===== src/rtl/z_stream_monitor.sv =====
// Watches the upstream Z stream, matches a PAT_W-bit pattern, counts ones and hits,
// and reports each hit over a valid/ack handshake together with the source state.
module z_stream_monitor #(
  parameter int PAT_W = 4,
  parameter int CNT_W = 8
) (
  input  logic             Clk,
  input  logic             Rst_n,
  input  logic             En,
  input  logic             Z_in,
  input  logic [2:0]       Q_in,
  input  logic [PAT_W-1:0] Pattern,
  input  logic             Arm,
  input  logic             Ack,
  output logic [PAT_W-1:0] Window,
  output logic             Hit,
  output logic [2:0]       Hit_State,
  output logic [CNT_W-1:0] Hit_Count,
  output logic [CNT_W-1:0] Ones_Count,
  output logic             Overrun
);

  localparam int FILL_W = $clog2(PAT_W + 1);
  localparam logic [FILL_W-1:0] FILL_MAX = FILL_W'(PAT_W);

  typedef enum logic [1:0] {IDLE, ARMED, HOLD} state_t;

  state_t            state, state_nxt;
  logic [FILL_W-1:0] fill, fill_nxt;
  logic [PAT_W-1:0]  win_nxt;
  logic              match;
  logic              arm_clear, hit_set, hit_clr, hit_inc, cap_state, ovr_set;

  assign win_nxt  = {Window[PAT_W-2:0], Z_in};
  assign fill_nxt = (fill == FILL_MAX) ? fill : fill + 1'b1;
  // fill guards against matching the zero-padded window right after reset
  assign match    = En && (fill_nxt == FILL_MAX) && (win_nxt == Pattern);

  always_ff @(posedge Clk) begin
    if (!Rst_n) state <= IDLE;
    else        state <= state_nxt;
  end

  always_comb begin
    state_nxt = state;
    arm_clear = 1'b0;
    hit_set   = 1'b0;
    hit_clr   = 1'b0;
    hit_inc   = 1'b0;
    cap_state = 1'b0;
    ovr_set   = 1'b0;
    case (state)
      IDLE: begin
        if (Arm) begin
          state_nxt = ARMED;
          arm_clear = 1'b1;
        end
      end
      ARMED: begin
        if (!Arm) begin
          state_nxt = IDLE;
        end else if (match) begin
          state_nxt = HOLD;
          hit_set   = 1'b1;
          cap_state = 1'b1;
          hit_inc   = 1'b1;
        end
      end
      HOLD: begin
        if (Ack) begin
          // an acked hit immediately replaced by a new one is not an overrun
          if (match && Arm) begin
            cap_state = 1'b1;
            hit_inc   = 1'b1;
          end else begin
            hit_clr   = 1'b1;
            state_nxt = Arm ? ARMED : IDLE;
          end
        end else if (match) begin
          ovr_set = 1'b1;
          hit_inc = 1'b1;
        end
      end
      default: state_nxt = IDLE;
    endcase
  end

  always_ff @(posedge Clk) begin
    if (!Rst_n) begin
      Window     <= '0;
      fill       <= '0;
      Hit        <= 1'b0;
      Hit_State  <= '0;
      Hit_Count  <= '0;
      Ones_Count <= '0;
      Overrun    <= 1'b0;
    end else begin
      if (En) begin
        Window <= win_nxt;
        fill   <= fill_nxt;
      end
      if (hit_set)      Hit <= 1'b1;
      else if (hit_clr) Hit <= 1'b0;
      if (cap_state) Hit_State <= Q_in;
      if (arm_clear) begin
        Hit_Count  <= '0;
        Overrun    <= 1'b0;
        Ones_Count <= CNT_W'(En && Z_in);
      end else begin
        if (hit_inc && (Hit_Count != '1)) Hit_Count <= Hit_Count + 1'b1;
        if (ovr_set) Overrun <= 1'b1;
        if (En && Z_in && (Ones_Count != '1)) Ones_Count <= Ones_Count + 1'b1;
      end
    end
  end

endmodule


===== config.mk =====
export PLATFORM = sky130hd
export DESIGN_NAME = z_stream_monitor
export DESIGN_NICKNAME = d
export VERILOG_FILES = /design/src/rtl/z_stream_monitor.sv
export SDC_FILE = /design/constraint.sdc
export NUM_CORES = 1
export LEC_CHECK = 0
export BUFFER_PORTS_ARGS = -buffer_cell sky130_fd_sc_hd__buf_4
export CAP_MARGIN = 20
export CORE_ASPECT_RATIO = 0.6
export CORE_MARGIN = 2
export CORE_UTILIZATION = 53
export CTS_CLUSTER_SIZE = 20
export DETAILED_ROUTE_END_ITERATION = 8
export PLACE_DENSITY = 0.79
export SLEW_MARGIN = 20
export SYNTH_ARGS = -nofsm -noshare
export SYNTH_HDL_FRONTEND = slang
export SYNTH_SLANG_ARGS = --single-unit

===== constraint.sdc =====
create_clock -name Clk -period 2.24 [get_ports Clk]
set_input_delay 0.336 -clock Clk [delete_from_list [all_inputs] [get_ports Clk]]
set_output_delay 0.336 -clock Clk [all_outputs]
set_load 0.02 [all_outputs]

# After elaboration in Yosys (flattened, before gate mapping)

Cells that the tools add are included.

Register bits after elaboration: 30
Bits of input ports: 13

Add/sub/neg operators: 3
Equality and inequality tests: 11
Multiplexer cells: 27
Bitwise gates (word level): 1
Reductions and logical operators: 11

Operator list:

| cell                                                                   | count |
|---|---|
| 1-bit two-way mux                                                      | 18 |
| 8-bit by 1-bit adder with 8-bit output (second input constant)         | 2 |
| 8-bit != test (second input constant)                                  | 2 |
| 2-bit two-way mux                                                      | 5 |
| 3-bit equality test (second input constant)                            | 2 |
| 1-bit logical AND                                                      | 6 |
| 2-bit != test (second input constant)                                  | 3 |
| 2-bit one-hot mux with 3 select lines                                  | 1 |
| 4-bit equality test                                                    | 1 |
| 1-bit one-hot mux with 2 select lines                                  | 2 |
| 4-bit AND reduction                                                    | 1 |
| 2-bit nonzero test                                                     | 2 |
| 3-bit by 1-bit adder with 3-bit output (second input constant)         | 1 |
| 3-bit two-way mux                                                      | 1 |
| 3-bit != test (second input constant)                                  | 1 |
| 2-bit by 1-bit equality test with 1-bit output (second input constant) | 1 |
| 2-bit equality test (second input constant)                            | 1 |
| 2-bit logical NOT                                                      | 1 |
| 2-bit OR reduction                                                     | 1 |
| 1-bit inverter                                                         | 1 |

# Depth between registers and ports, before layout

Depth after elaboration: 11
Mapped depth: 8

# Worst setup path after synthesis

Ideal clock, no wire load.

Kind: reg-to-reg
Start point: register fill[0]
End point: register Hit_Count[3]
Library setup time: 0.071 ns
Arrival: 2.004 ns
Data required time: 2.169 ns
Path slack: 0.166 ns
Cell stages (with the launch flop): 8
Path buffers: 0
Period minus slack after synthesis: 2.074 ns
Cells stage by stage: dfxtp_1 > inv_1 > ha_1 > nor4b_2 > o211ai_2 > a21o_1 > or4_1 > a21oi_1

Cells in the longest elaborated chain, start to end: 10
Elaborated cells on any way between the ends: 13

RTL lines:

| item                                                                          | line | source |
|---|---|---|
| start: declaration                                                            | 29   | `logic [FILL_W-1:0] fill, fill_nxt;` |
| start signal: assignment                                                      | 100  | `fill <= fill_nxt;` |
| 3-bit by 1-bit adder with 3-bit output or 3-bit equality test (tied branches) | 35   | `assign fill_nxt = (fill == FILL_MAX) ? fill : fill + 1'b1;` |
| 3-bit two-way mux (*)                                                         | 35   |  |
| 3-bit equality test (*)                                                       | 37   | `assign match = En && (fill_nxt == FILL_MAX) && (win_nxt == Pattern);` |
| 1-bit logical AND (*) (2 in a row)                                            | 37   |  |
| 1-bit logical AND                                                             | 72   | `if (match && Arm) begin` |
| 1-bit two-way mux                                                             | 72   |  |
| 1-bit two-way mux                                                             | 70   | `if (Ack) begin` |
| 1-bit one-hot mux with 2 select lines (*)                                     | 52   | `case (state)` |
| 1-bit logical AND (*)                                                         | 110  | `if (hit_inc && (Hit_Count != '1)) Hit_Count <= Hit_Count + 1'b1;` |
| end signal: assignment                                                        | 110  |  |
| end: declaration                                                              | 18   | `output logic [CNT_W-1:0] Hit_Count,` |

Every way passes the cells marked *; elsewhere a longest branch is shown, timed or not.
A chain may end at the register's enable or synchronous reset.

# Final worst setup path

Start point: register fill[0]
End point: register Hit_Count[5]

The elaborated chain is that of the path after synthesis.

==> summary.md <==
| Metric | Value |
|---|---|
| Die Y | `46.7 um` |
| Die width | `75.2 um` |
| Clock Tree Buf Depth | `2` |
| Final Cell Area | `0.00210 sq mm` |
| Slowest stage delay, CP | `0.47 ns` |
| Drt first-iter violations | `84` |
| DP Area | `0.00195 sq mm` |
| Minimum clock period | `2.12 ns` |
| Worst Skew | `0.0118 ns` |
| Syn nets | `203` |
| Worst-margin pin slew | `0.443 ns` |
| Setup crit start kind | `register` |
| Largest net degree at the start of global routing | `24` |
| Yosys synthesis warning count | `0` |
| Global route overflow | `0` |
| CP endpoint kind | `register` |
| Slew HR | `70.2%` |
| Cell Count, Final, Fillers Out | `269` |
| Die area | `0.00351 sq mm` |
| Core box area | `0.00289 sq mm` |
| Req. time, crit path | `2.45 ns` |
| CTS tree | `built` |
| Post-synth top cells | `30 x dfxtp_1, 15 x nand2_1, 14 x a21oi_1, 14 x nor2_1` |
| Crit-path slowest cell | `or4_1` |
| Final Setup Violations | `0` |
| Clock Sink Count | `30` |
| Hold Buf Count CTS | `0` |
| Initial core utilization | `55.8%` |
| Cell accounting for the most synthesized area | `dfxtp_1` |
| Final WL | `3940 um` |
| IO Count | `38` |
| GRT Resource Usage Total | `23.1%` |
| Worst VDD drop | `520 uV` |
| Mean routed wirelength per cell | `14.6 um` |
| Port bufs | `37` |
| CTS Buf Count | `5` |
| Post-Syn Area | `0.00161 sq mm` |
| Cells after DPL | `259` |
| Dpl hpwl | `2770 um` |
| Status | `complete, no violations` |
| Async SR Flop Fraction | `0%` |
| Seq cells post-synth | `30` |
| Post-synth top area share | `37.3%` |
| Share of cells above drive strength 1 | `29.1%` |
| Critical path, cell by cell | `buf_4, ha_2, nor4b_2, o211ai_2, a21o_4, or4_1, a21oi_1` |
| Mapped Cells | `182` |
| Final Hold Viols | `0` |
| Worst-path clk slew | `0.07 ns` |
| Post-synth EDFFs | `0` |
| H-tree depth | `2` |
| Via density | `5.75` |
| Final nets | `247` |
| Most frequent cell after synthesis | `dfxtp_1` |
| Syn_area_per_cell | `8.85 sq um` |
| Reg2Reg Depth | `7` |
| Initial antenna violation count | `0` |
| Area Overhead vs Synth | `30.5%` |
| Worst setup path startpoint | `fill[0]` |
| Max Freq | `471 MHz` |
| # diodes | `0` |
| CP Data Arrival Time | `2.33 ns` |
| Global-route wire length before repair | `6070 um` |
| Maxcap violations | `0` |
| Row count | `15` |
| Final worst path period share | `94.7%` |
| Crit Path Class | `register to register` |
| RD Place Congestion | `0.796` |
| Capture point of the worst reg-to-reg path | `Hit_Count[5]` |
| Worst Path Max Fanout | `6` |
| Count of different cell masters after synthesis | `39` |
| P_leak | `0.000844 uW` |
| Register area share after synthesis | `37.3%` |
| Root Driver | `clkbuf_8` |
| R2R setup slack | `0.12 ns` |
| DR DRC count | `0` |
| Hold WC Path Type | `input pin to register` |
| Largest cells by area after synthesis | `dfxtp_1 37%, ha_1 6.2%, a21oi_1 4.3%` |
| Worst R2R Start | `fill[0]` |
| PwrDens | `614 mW/mm^2` |
| Routed Antenna Nets | `0` |
| Pre-antenna DRT Iters | `4` |
| Fin. max-slew vios | `0` |
| Routed via count | `1,548` |
| Vias in the first global route | `1,411` |
| Clock latency on the worst-skew pair | `0.28 ns` |
| CP endpoint | `Hit_Count[5]` |
| Most used DFF post-synth | `dfxtp_1` |
## flip-flops by register name (all words and copies together), names as in the netlist
register,flops
Hit_Count,8
Ones_Count,8
Window,4
Hit_State,3
fill,3
state,2
Hit,1
Overrun,1
## cells by family after synthesis
logic type / count (synthesis) / share of synthesized area [%]
adders and majority gates: 8 / 6.21
xor gates and xnor gates: 12 / 6.52
and+or+nand+nor: 74 / 25.1
DFF: 30 / 37.3
muxes: 7 / 4.35
buffers and inverters: 14 / 3.42
AOI/OAI and AO/OA: 37 / 17.2
## area by class of cell
type                       instances  area (sq um)
timing repair buffer              43           323
multi-input combinational        139           992
inverter                           7          26.3
sequential                        30           601
fill                             233           787
tap                               42          52.6
clock buffer                       5          68.8
clock inverter                     3          40.0
## placed cells by master, fill, tap and decap left out, types with 7 or more instances in the layout
cell type	count
a21oi_1	14
buf_4	43
dfxtp_1	30
inv_1	7
mux2i_1	7
nand2_1	15
nand3_1	8
nand4_1	9
nor2_1	14
## routing by layer
layer / vias to the layer above / GRT usage [%] / wire, um
li1: 749 / - / -
met1: 740 / 27.1 / 1730
met2: 52 / 41.8 / 1910
met3: 7 / 6.13 / 254
met4: 0 / 8.42 / 47
met5: - / 0 / 0
## timing repair
action	CTS	global route
resized for setup	2	3
setup endpoints to repair	3	8
pin swaps	0	3
gates cloned	0	1
setup buffers	0	1
## worst max-delay path: cells and delay by family (launching register included)
kind	cells	cell delay, ns
buf+inv	1	0.15
flops	1	0.32
fa+ha+maj	1	0.20
compound gates	3	0.62
simple gates	2	0.76
## stage by stage
step | TNS [ns] | utilization, % | hold WS, ns | setup WS [ns] | total power, uW
global placement | 0 | 67.5 | 0.467 | 0.0867 | 742
detailed placement | -0.0976 | 67.5 | 0.469 | -0.0444 | 756
floorplan | 0 | - | 0.472 | 0.166 | 695
CTS | 0 | 71.5 | 0.291 | 0.0111 | 1290
finish | 0 | 72.8 | 0.291 | 0.119 | 1290
global route | -0.00150 | 72.8 | 0.285 | -0.00150 | 1350
## where the power goes
group          switching [uW]  internal, uW
Sequential               13.6           546
Clock                     208           327
Combinational             108          87.1
## worst min path at each step
stage              from           end  slack [ns]  depth (start not counted)
2_1_floorplan  state[0]      state[0]        0.47                          2
6_report        Q_in[0]  Hit_State[0]        0.29                          2
5_1_grt         Q_in[2]  Hit_State[2]        0.29                          2
4_1_cts         Q_in[2]  Hit_State[2]        0.29                          2
3_3_place_gp        Hit           Hit        0.47                          2
3_5_place_dp        Hit           Hit        0.47                          2
No activity file was read; power rests on OpenSTA's default activity.
